**src/rtl/ram16k_arbiter.sv**
```systemverilog
// ram16k_arbiter: two-port RAM16K arbiter, round-robin with MAX_BURST limit, fixed port-1 priority under RAM_ARB_FIXED_PRIO_EN
module ram16k_arbiter #(
  parameter int ADDR_W    = 14,
  parameter int DATA_W    = 16,
  parameter int MAX_BURST = 4
) (
  input  logic              clk,
  input  logic              reset,
  input  logic              p0_req,
  input  logic              p0_we,
  input  logic [ADDR_W-1:0] p0_addr,
  input  logic [DATA_W-1:0] p0_wdata,
  output logic              p0_ack,
  output logic              p0_rvalid,
  output logic [DATA_W-1:0] p0_rdata,
  input  logic              p1_req,
  input  logic              p1_we,
  input  logic [ADDR_W-1:0] p1_addr,
  input  logic [DATA_W-1:0] p1_wdata,
  output logic              p1_ack,
  output logic              p1_rvalid,
  output logic [DATA_W-1:0] p1_rdata,
  output logic [ADDR_W-1:0] ram_address,
  output logic [DATA_W-1:0] ram_in,
  output logic              ram_load,
  input  logic [DATA_W-1:0] ram_out
);
  logic gnt0, gnt1, load_q, rd_b, port_b, rv0_q, rv1_q;
`ifdef RAM_ARB_FIXED_PRIO_EN
  assign gnt1 = p1_req;
  assign gnt0 = p0_req & ~p1_req;
`else
  logic ptr, last, pick1;
  logic [3:0] burst;
  always_comb begin
    pick1 = (burst >= 4'(MAX_BURST)) ? ~last : ptr;
    gnt1  = p1_req & (~p0_req | pick1);
    gnt0  = p0_req & ~gnt1;
  end
  always_ff @(posedge clk) begin
    if (reset) begin
      ptr   <= 1'b0;
      last  <= 1'b0;
      burst <= '0;
    end else begin
      if (gnt0 | gnt1) begin
        ptr  <= gnt0;
        last <= gnt1;
      end
      burst <= (p0_req & p1_req) ? ((gnt1 == last) ? burst + 4'd1 : 4'd1) : 4'd0;
    end
  end
`endif
  assign p0_ack    = gnt0 & ~reset;
  assign p1_ack    = gnt1 & ~reset;
  assign ram_load  = load_q & ~reset;
  assign p0_rvalid = rv0_q & ~reset;
  assign p1_rvalid = rv1_q & ~reset;
  always_ff @(posedge clk) begin
    if (reset) begin
      ram_address <= '0;
      ram_in      <= '0;
      load_q      <= 1'b0;
      rd_b        <= 1'b0;
      port_b      <= 1'b0;
      rv0_q       <= 1'b0;
      rv1_q       <= 1'b0;
      p0_rdata    <= '0;
      p1_rdata    <= '0;
    end else begin
      load_q <= gnt0 ? p0_we : gnt1 & p1_we;
      rd_b   <= gnt0 ? ~p0_we : gnt1 & ~p1_we;
      if (gnt0 | gnt1) begin
        ram_address <= gnt1 ? p1_addr : p0_addr;
        ram_in      <= gnt1 ? p1_wdata : p0_wdata;
        port_b      <= gnt1;
      end
      rv0_q <= rd_b & ~port_b;
      rv1_q <= rd_b & port_b;
      if (rd_b & ~port_b) p0_rdata <= ram_out;
      if (rd_b & port_b) p1_rdata <= ram_out;
    end
  end
endmodule

```
**config.mk**
```make
export PLATFORM = sky130hd
export DESIGN_NAME = ram16k_arbiter
export DESIGN_NICKNAME = d
export VERILOG_FILES = /design/src/rtl/ram16k_arbiter.sv
export SDC_FILE = /design/constraint.sdc
export NUM_CORES = 1
export LEC_CHECK = 0
export ABC_AREA = 1
export CAP_MARGIN = 25
export CORE_AREA = 2 2 95 97
export DETAILED_ROUTE_END_ITERATION = 7
export DIE_AREA = 0 0 97 99
export PLACE_DENSITY_LB_ADDON = 0.2
export SLEW_MARGIN = 40
export SYNTH_ARGS = -nofsm -noshare
export SYNTH_HDL_FRONTEND = slang
export SYNTH_SLANG_ARGS = --single-unit
```
**constraint.sdc**
```tcl
create_clock -name clk -period 2.89 [get_ports clk]
set_clock_uncertainty 0.05 [all_clocks]
set_input_delay 0.578 -clock clk [delete_from_list [all_inputs] [get_ports clk]]
set_output_delay 0.578 -clock clk [all_outputs]
set_load 0.01 [all_outputs]
```
==> results of run 1 <==
-- critical path: stages --
cell             delay (ns)
clkdlybuf4s50_1        0.59
nand2_8                0.08
inv_1                  0.07
nand2_1                0.09
inv_1                  0.06
clkdlybuf4s50_1        0.53
-- power groups by stage --
stage | Combinational (W) | Clock (W) | Sequential (W)
after floorplan | 0.000234 | 0 | 0.00113
after global placement | 0.000512 | 0 | 0.00110
after detailed placement | 0.000516 | 0 | 0.00111
after CTS | 0.000520 | 0.000819 | 0.00108
after global routing | 0.000563 | 0.000864 | 0.00109
final | 0.000512 | 0.000791 | 0.00108
-- synthesized netlist by cell type (2+ instances only) --
cell type	instances	area share [%]
nor2_1	76	8.5
dfxtp_1	72	43
nand2_1	68	7.6
inv_1	39	4.4
nand3_1	35	5.2
o21ai_0	34	5.1
nand3_2	30	9.0
a21oi_2	29	7.6
buf_2	12	1.8
buf_4	5	1.1
clkbuf_1	4	0.45
buf_12	3	1.8
buf_6	3	1.0
a21oi_1	2	0.30
-- cell families after synthesis --
kind of cell | after synthesis
adder cells (fa/ha/maj) | 1
flip-flops | 72
AO/OA/AOI/OAI | 67
other | 1
XOR/XNOR | 1
AND/OR/NAND/NOR | 213
buffers and inverters | 69
-- flip-flops by register name (all words and copies together), names as in the netlist --
register	cells
ptr	1
p1_rdata	16
load_q	1
p0_rdata	16
rv1_q	1
ram_in	16
port_b	1
rv0_q	1
burst	4
ram_address	14
rd_b	1
-- final cells by class --
type | count | area (sq um) | area share (%)
Timing Repair Buffer | 159 | 1550 | 30.9
Multi-Input combinational cell | 283 | 1540 | 30.7
Sequential cell | 72 | 1440 | 28.7
Inverter | 41 | 154 | 3.06
Clock buffer | 11 | 141 | 2.81
Tap cell | 108 | 135 | 2.69
Clock inverter | 5 | 56.3 | 1.12
-- per-stage QoR --
stage	utilization, %	instance area (sq um)	power (W)
floorplan	-	3350	0.00136
global placement	56.4	4830	0.00162
detailed placement	56.4	4830	0.00162
CTS	58.8	5020	0.00242
global route	58.8	5020	0.00252
finish	58.8	5020	0.00239
-- how the worst min path moves through the flow --
stage                      start      endpoint  cells after the start
global route        p0_rdata[14]  p0_rdata[14]                      2
finish               p1_rdata[8]   p1_rdata[8]                      2
CTS                  p0_rdata[1]   p0_rdata[1]                      2
floorplan               burst[0]      burst[0]                      3
detailed placement   p0_rdata[1]   p0_rdata[1]                      2
global placement     p0_rdata[5]   p0_rdata[5]                      2
-- per-layer routing --
| layer | GRT usage (%) | wire (microns) | up-vias |
|---|---|---|---|
| met1 | 23.6 | 3980 | 1409 |
| met4 | 5.74 | 77 | 0 |
| met2 | 33.1 | 4240 | 109 |
| met5 | 0 | 0 | - |
| met3 | 7.30 | 875 | 7 |
| li1 | - | - | 1629 |
-- placed cells by master, fill, tap and decap left out, types with 10 or more instances in the layout --
cell type / netlist / layout
buf_4: 5 / 11
a21oi_2: 29 / 29
clkbuf_8: 0 / 10
nand2_1: 68 / 68
inv_1: 39 / 39
dfxtp_1: 72 / 72
clkdlybuf4s50_1: 0 / 146
nor2_1: 76 / 76
nand3_1: 35 / 35
nand3_2: 30 / 30
o21ai_0: 34 / 34
==> impl_metrics.csv, run 1 <==
group,metric,value,unit
placed_design,place_congestion,0.781,
floorplan,initial_core_util,39.1,%
clock_network,path_clk_slew,0.07,ns
sta,min_period,2.63,ns
critical_path,required,2.26,ns
critical_path,reg2reg_depth,8,
finish,final_cells,679,
placed_design,placedCellCount,663,
critical_path,crit_arrival,2.00,ns
route,dr.pass1.iters,4,
grt,grt_usage,19.7,%
finish,n_antenna_cell,0,
route,vias_per_cell,4.65,
yosys,avgSynthCellArea,7.89,sq um
yosys,syn_area,0.00335,sq mm
clock_network,postCtsSetupBuffers,0,
finish,fin_nets,649,
clock_network,cts_tree,"built",
grt,grt_pass1_wl,15.5,mm
sta,tightestPinTransition,0.560,ns
floorplan,core,0.00855,sq mm
run,drv_cap,0,
placed_design,place_ws,0.251,ns
floorplan,die_w,97,microns
sta,maxSlewHeadroom,62.6,%
grt,antenna_found_initial,0,
power,peakVddDrop,271,uV
finish,fillers,770,
power,pwr-share-seq,45.4,%
clock_network,clkLatencyLatePin,0.32,ns
hold_path,holdCritPathClass,"flip-flop to flip-flop",
route,routed_wl,9.17,mm
floorplan,row_count,34,
critical_path,crit_path_start_kind,"input pin",
grt,grt_pass1_vias,3248,
critical_path,cp-startpoint,"p1_req",
route,avgRoutedWirePerCell,13.5,microns
yosys,synth_mux_area_share,0,%
yosys,syn-num-nets,507,
critical_path,critical_path_class,"input pin to output pin",
power,p_clk_share,33.1,%
power,power_density,475,mW/mm^2
clock_network,cts_max_path_buffers,2,
floorplan,die_height,99,microns
power,switchingPower,0.000639,W
yosys,ys_async_sr_fraction,0,%
finish,drive_gt1_share,16.3,%
critical_path,r2r_slack,1.23,ns
clock_network,post_cts_resized,0,
power,switching_share,26.8,%
status,status,"finished, final reports clean",
yosys,ys_ff_latch,72,
clock_network,clockRootBuffer,"clkbuf_8",
route,drc,0,
placed_design,hpwlAfterDp,6.43,mm
route,antenna_left,0,
critical_path,end_kind,"output pin",
yosys,yosys_warnings,0,
power,p_int,0.00175,W
yosys,synth_cell_types,26,
clock_network,cts_buffers,9,
critical_path,crit_path_max_fanout,5,
route,initialDrtViolationCount,121,
sta,fin_hold_ws,0.433,ns
critical_path,crit_end,"p1_ack",
route,route.vias.total,3154,
sta,slew_violations,0,
floorplan,dieArea,0.00960,sq mm
grt,grt_start_max_net_pins,37,
sta,max_freq,381,MHz
yosys,ys_seq_area_share,43.1,%
placed_design,port_buffers,148,
yosys,yosys.area_share.xor_xnor,0.262,%
sta,hold_violations,0,
clock_network,cts.sinks,72,
clock_network,cts_hold_buf,0,
yosys,syn_inst,424,
yosys,synth_edf_count,0,
sta,period_share,90.9,%
grt,overflow,0,
power,p_leak,1.99,nW
yosys,synth_flop_cell,"dfxtp_1",
sta,finalSetupTns,0,ns
yosys,synth_adder_area_share,0.374,%
yosys,synthSimpleGateAreaFrac,31.9,%
yosys,synth_compound_area_share,13.5,%
finish,syn_to_final_growth,50.1,%
power,pwr-share-comb,21.5,%
floorplan,top_level_ports,149,
sta,final-setup-viol-count,0,
clock_network,htreeDepth,3,
critical_path,r2r_start,"port_b",
critical_path,r2r-end,"burst[2]",
sta,rsz0062_at_grt,"false",
yosys,synth_top_family_by_area,"simple AND/OR/NAND/NOR gates",
sta,fin_ws,0.263,ns
Power figures use the tool's default switching activity.
==> run 2: changes to the inputs <==
Settings changed: ABC_AREA 1 to unset, CORE_AREA 2 2 95 97 to 2 2 91 93, DIE_AREA 0 0 97 99 to 0 0 93 95, SLEW_MARGIN 40 to unset.
==> run 2 against run 1 <==
Clock power up 34%. Combinational power down 6.8%. Critical endpoint unchanged. Via count down 6.3%. Synthesized cell count down 22%. Critical path type unchanged. Highest routed layer unchanged. Setup slack worse by 0.13 ns. Worst hold slack worse by 0.028 ns. Global-route usage up 0.19 points. Total power up 9.6%. Core utilization up 3.0 points. Wire length down 3.1%. Sequential share of layout area up 0.76 points.
==> impl_metrics.csv, run 2 <==
group,metric,value,unit
sta,min_period,2.75,ns
yosys,syn-num-nets,414,
critical_path,cpMaxStageDelayCell,"clkdlybuf4s50_1",
status,status,"finished, final reports clean",
clock_network,cts_tree,"built",
clock_network,cts.sinks,72,
yosys,syn_inst,331,
clock_network,clkLatencyLatePin,0.34,ns
critical_path,required,2.26,ns
hold_path,holdCritPathClass,"flip-flop to flip-flop",
grt,grt_usage,19.9,%
finish,drive_gt1_share,8.21,%
yosys,synth_edf_count,0,
clock_network,cts_buffers,9,
yosys,synth_flop_cell,"dfxtp_1",
route,antenna_left,0,
yosys,yosys_warnings,0,
sta,slew_violations,0,
finish,n_antenna_cell,0,
sta,hold_violations,0,
clock_network,clockRootBuffer,"clkbuf_8",
grt,grt_pass1_vias,2823,
floorplan,die_height,95,microns
grt,antenna_found_initial,0,
power,finalPower,0.00262,W
clock_network,postCtsSetupBuffers,0,
yosys,ys_seq_area_share,47.0,%
critical_path,end_kind,"output pin",
route,route.vias.total,2954,
yosys,ys_async_sr_fraction,0,%
power,p_leak,1.82,nW
finish,final_cell_mix,"146 x clkdlybuf4s50_1, 72 x dfxtp_1, 66 x nand2_1, 64 x a21oi_1, 30 x mux2i_1",
placed_design,place_congestion,0.746,
critical_path,crit_path_start_kind,"input pin",
sta,period_share,95.3,%
sta,maxSlewHeadroom,48.9,%
placed_design,port_buffers,148,
floorplan,die_w,93,microns
yosys,avgSynthCellArea,9.27,sq um
critical_path,path_delay_family,"buffers and inverters",
clock_network,cts_max_path_buffers,2,
critical_path,crit_path_max_fanout,4,
yosys,synth_common_cells,"72 x dfxtp_1, 66 x nand2_1, 64 x a21oi_1, 30 x mux2i_1, 25 x o221a_1",
floorplan,top_level_ports,149,
yosys,syn_area,0.00307,sq mm
finish,layout_commonest_cell,"clkdlybuf4s50_1",
critical_path,crit_path_cell_trace,"clkdlybuf4s50_1, inv_1, a311o_1, nor2_1, clkdlybuf4s50_1",
run,drv_cap,0,
clock_network,path_clk_slew,0.08,ns
route,vias_per_cell,5.09,
critical_path,critical_path.max_stage_delay,0.56,ns
clock_network,htreeDepth,3,
route,routed_wl,8.89,mm
floorplan,dieArea,0.00884,sq mm
grt,grt_pass1_wl,13.9,mm
clock_network,post_cts_resized,0,
critical_path,crit_arrival,2.13,ns
sta,finalSetupTns,0,ns
sta,final-setup-viol-count,0,
yosys,yosysMostFrequentCell,"dfxtp_1",
clock_network,cts_hold_buf,0,
placed_design,hpwlAfterDp,6.06,mm
power,power_density,535,mW/mm^2
finish,syn_to_final_growth,59.5,%
route,initialDrtViolationCount,108,
sta,rsz0062_at_grt,"false",
power,peakVddDrop,330,uV
grt,grt_start_max_net_pins,34,
route,avgRoutedWirePerCell,15.3,microns
sta,max_freq,363,MHz
critical_path,cp_num_buf_inv,3,
critical_path,cp_common_cell,"clkdlybuf4s50_1",
route,drc,0,
floorplan,initial_core_util,38.7,%
route,dr.pass1.iters,4,
sta,tightestPinTransition,0.766,ns
yosys,synth.top_cell.area_share,47.0,%
yosys,netlist_top_cells_area,"dfxtp_1 47%, a21oi_1 10%, mux2i_1 9.8%, o221a_1 9.2%, nand2_1 8.1%",
floorplan,core,0.00793,sq mm
yosys,synth_cell_types,32,
critical_path,critical_path_class,"input pin to output pin",
finish,reg_top3,"p0_rdata (16), p1_rdata (16), ram_in (16)",
grt,overflow,0,
floorplan,row_count,33,
yosys,ys_ff_latch,72,
yosys,synth_area_leader_cell,"dfxtp_1",
finish,fin_nets,554,
[run 2: final cells by class]
type                       count  area [sq um]
clock buffer                  10           138
sequential                    72          1440
tap                          105           131
timing repair buffer         160          1560
clock inverter                 5           129
multi-input combinational    225          1480
fill                         702          3030
inverter                       3          11.3
[run 2: metrics by stage]
stage | hold WS [ns] | area [sq um] | worst slack (ns) | std cells | utilization (%)
after floorplan | 0.431 | 3070 | 0.603 | 331 | -
after global placement | 0.391 | 4630 | 0.125 | 565 | 58.4
after detailed placement | 0.396 | 4630 | 0.134 | 565 | 58.4
after CTS | 0.407 | 4890 | 0.113 | 580 | 61.7
after global routing | 0.428 | 4890 | 0.0194 | 580 | 61.7
final | 0.405 | 4890 | 0.135 | 580 | 61.7
[run 2: power by group]
group          switching (W)  leakage (nW)  internal [W]
registers          0.0000293         0.591       0.00105
clock network       0.000378         0.133      0.000681
logic               0.000200          1.09      0.000278
[run 2: kinds of logic (layout without fill, tap and decap cells)]
kind of cell,Yosys count,in the layout,share of synthesized area [%]
DFF,72,72,47.0
xor gates and xnor gates,1,1,0.286
other,1,1,0.122
buffers and inverters,34,178,5.22
adders and majority gates,1,1,0.408
muxes,30,30,9.79
AOI/OAI and AO/OA,104,104,24.7
and+or+nand+nor,88,88,12.5
[run 2: final timing paths]
path / startpoint / end / slack (ns) / cells after the start
worst max-delay path: p1_req / p1_ack / 0.14 / 5
worst min-delay path: p1_rdata[2] / p1_rdata[2] / 0.41 / 2
worst max register to register: burst[2] / ram_in[7] / 1.15 / 4
worst min register to register: p1_rdata[2] / p1_rdata[2] / 0.41 / 2
[run 2: per-layer routing]
layer,global-route usage [%],up-vias,share of wire (%)
li1,-,1465,-
met2,30.6,121,43
met3,7.26,9,10
met1,25.4,1359,45
met5,0,-,0
met4,7.72,0,1.4
[run 2: worst register-to-register path, stage by stage, from the launching register on]
cell     delay, ns
dfxtp_1       0.35
or2_1         0.30
a311o_1       0.44
buf_4         0.23
o221a_2       0.27
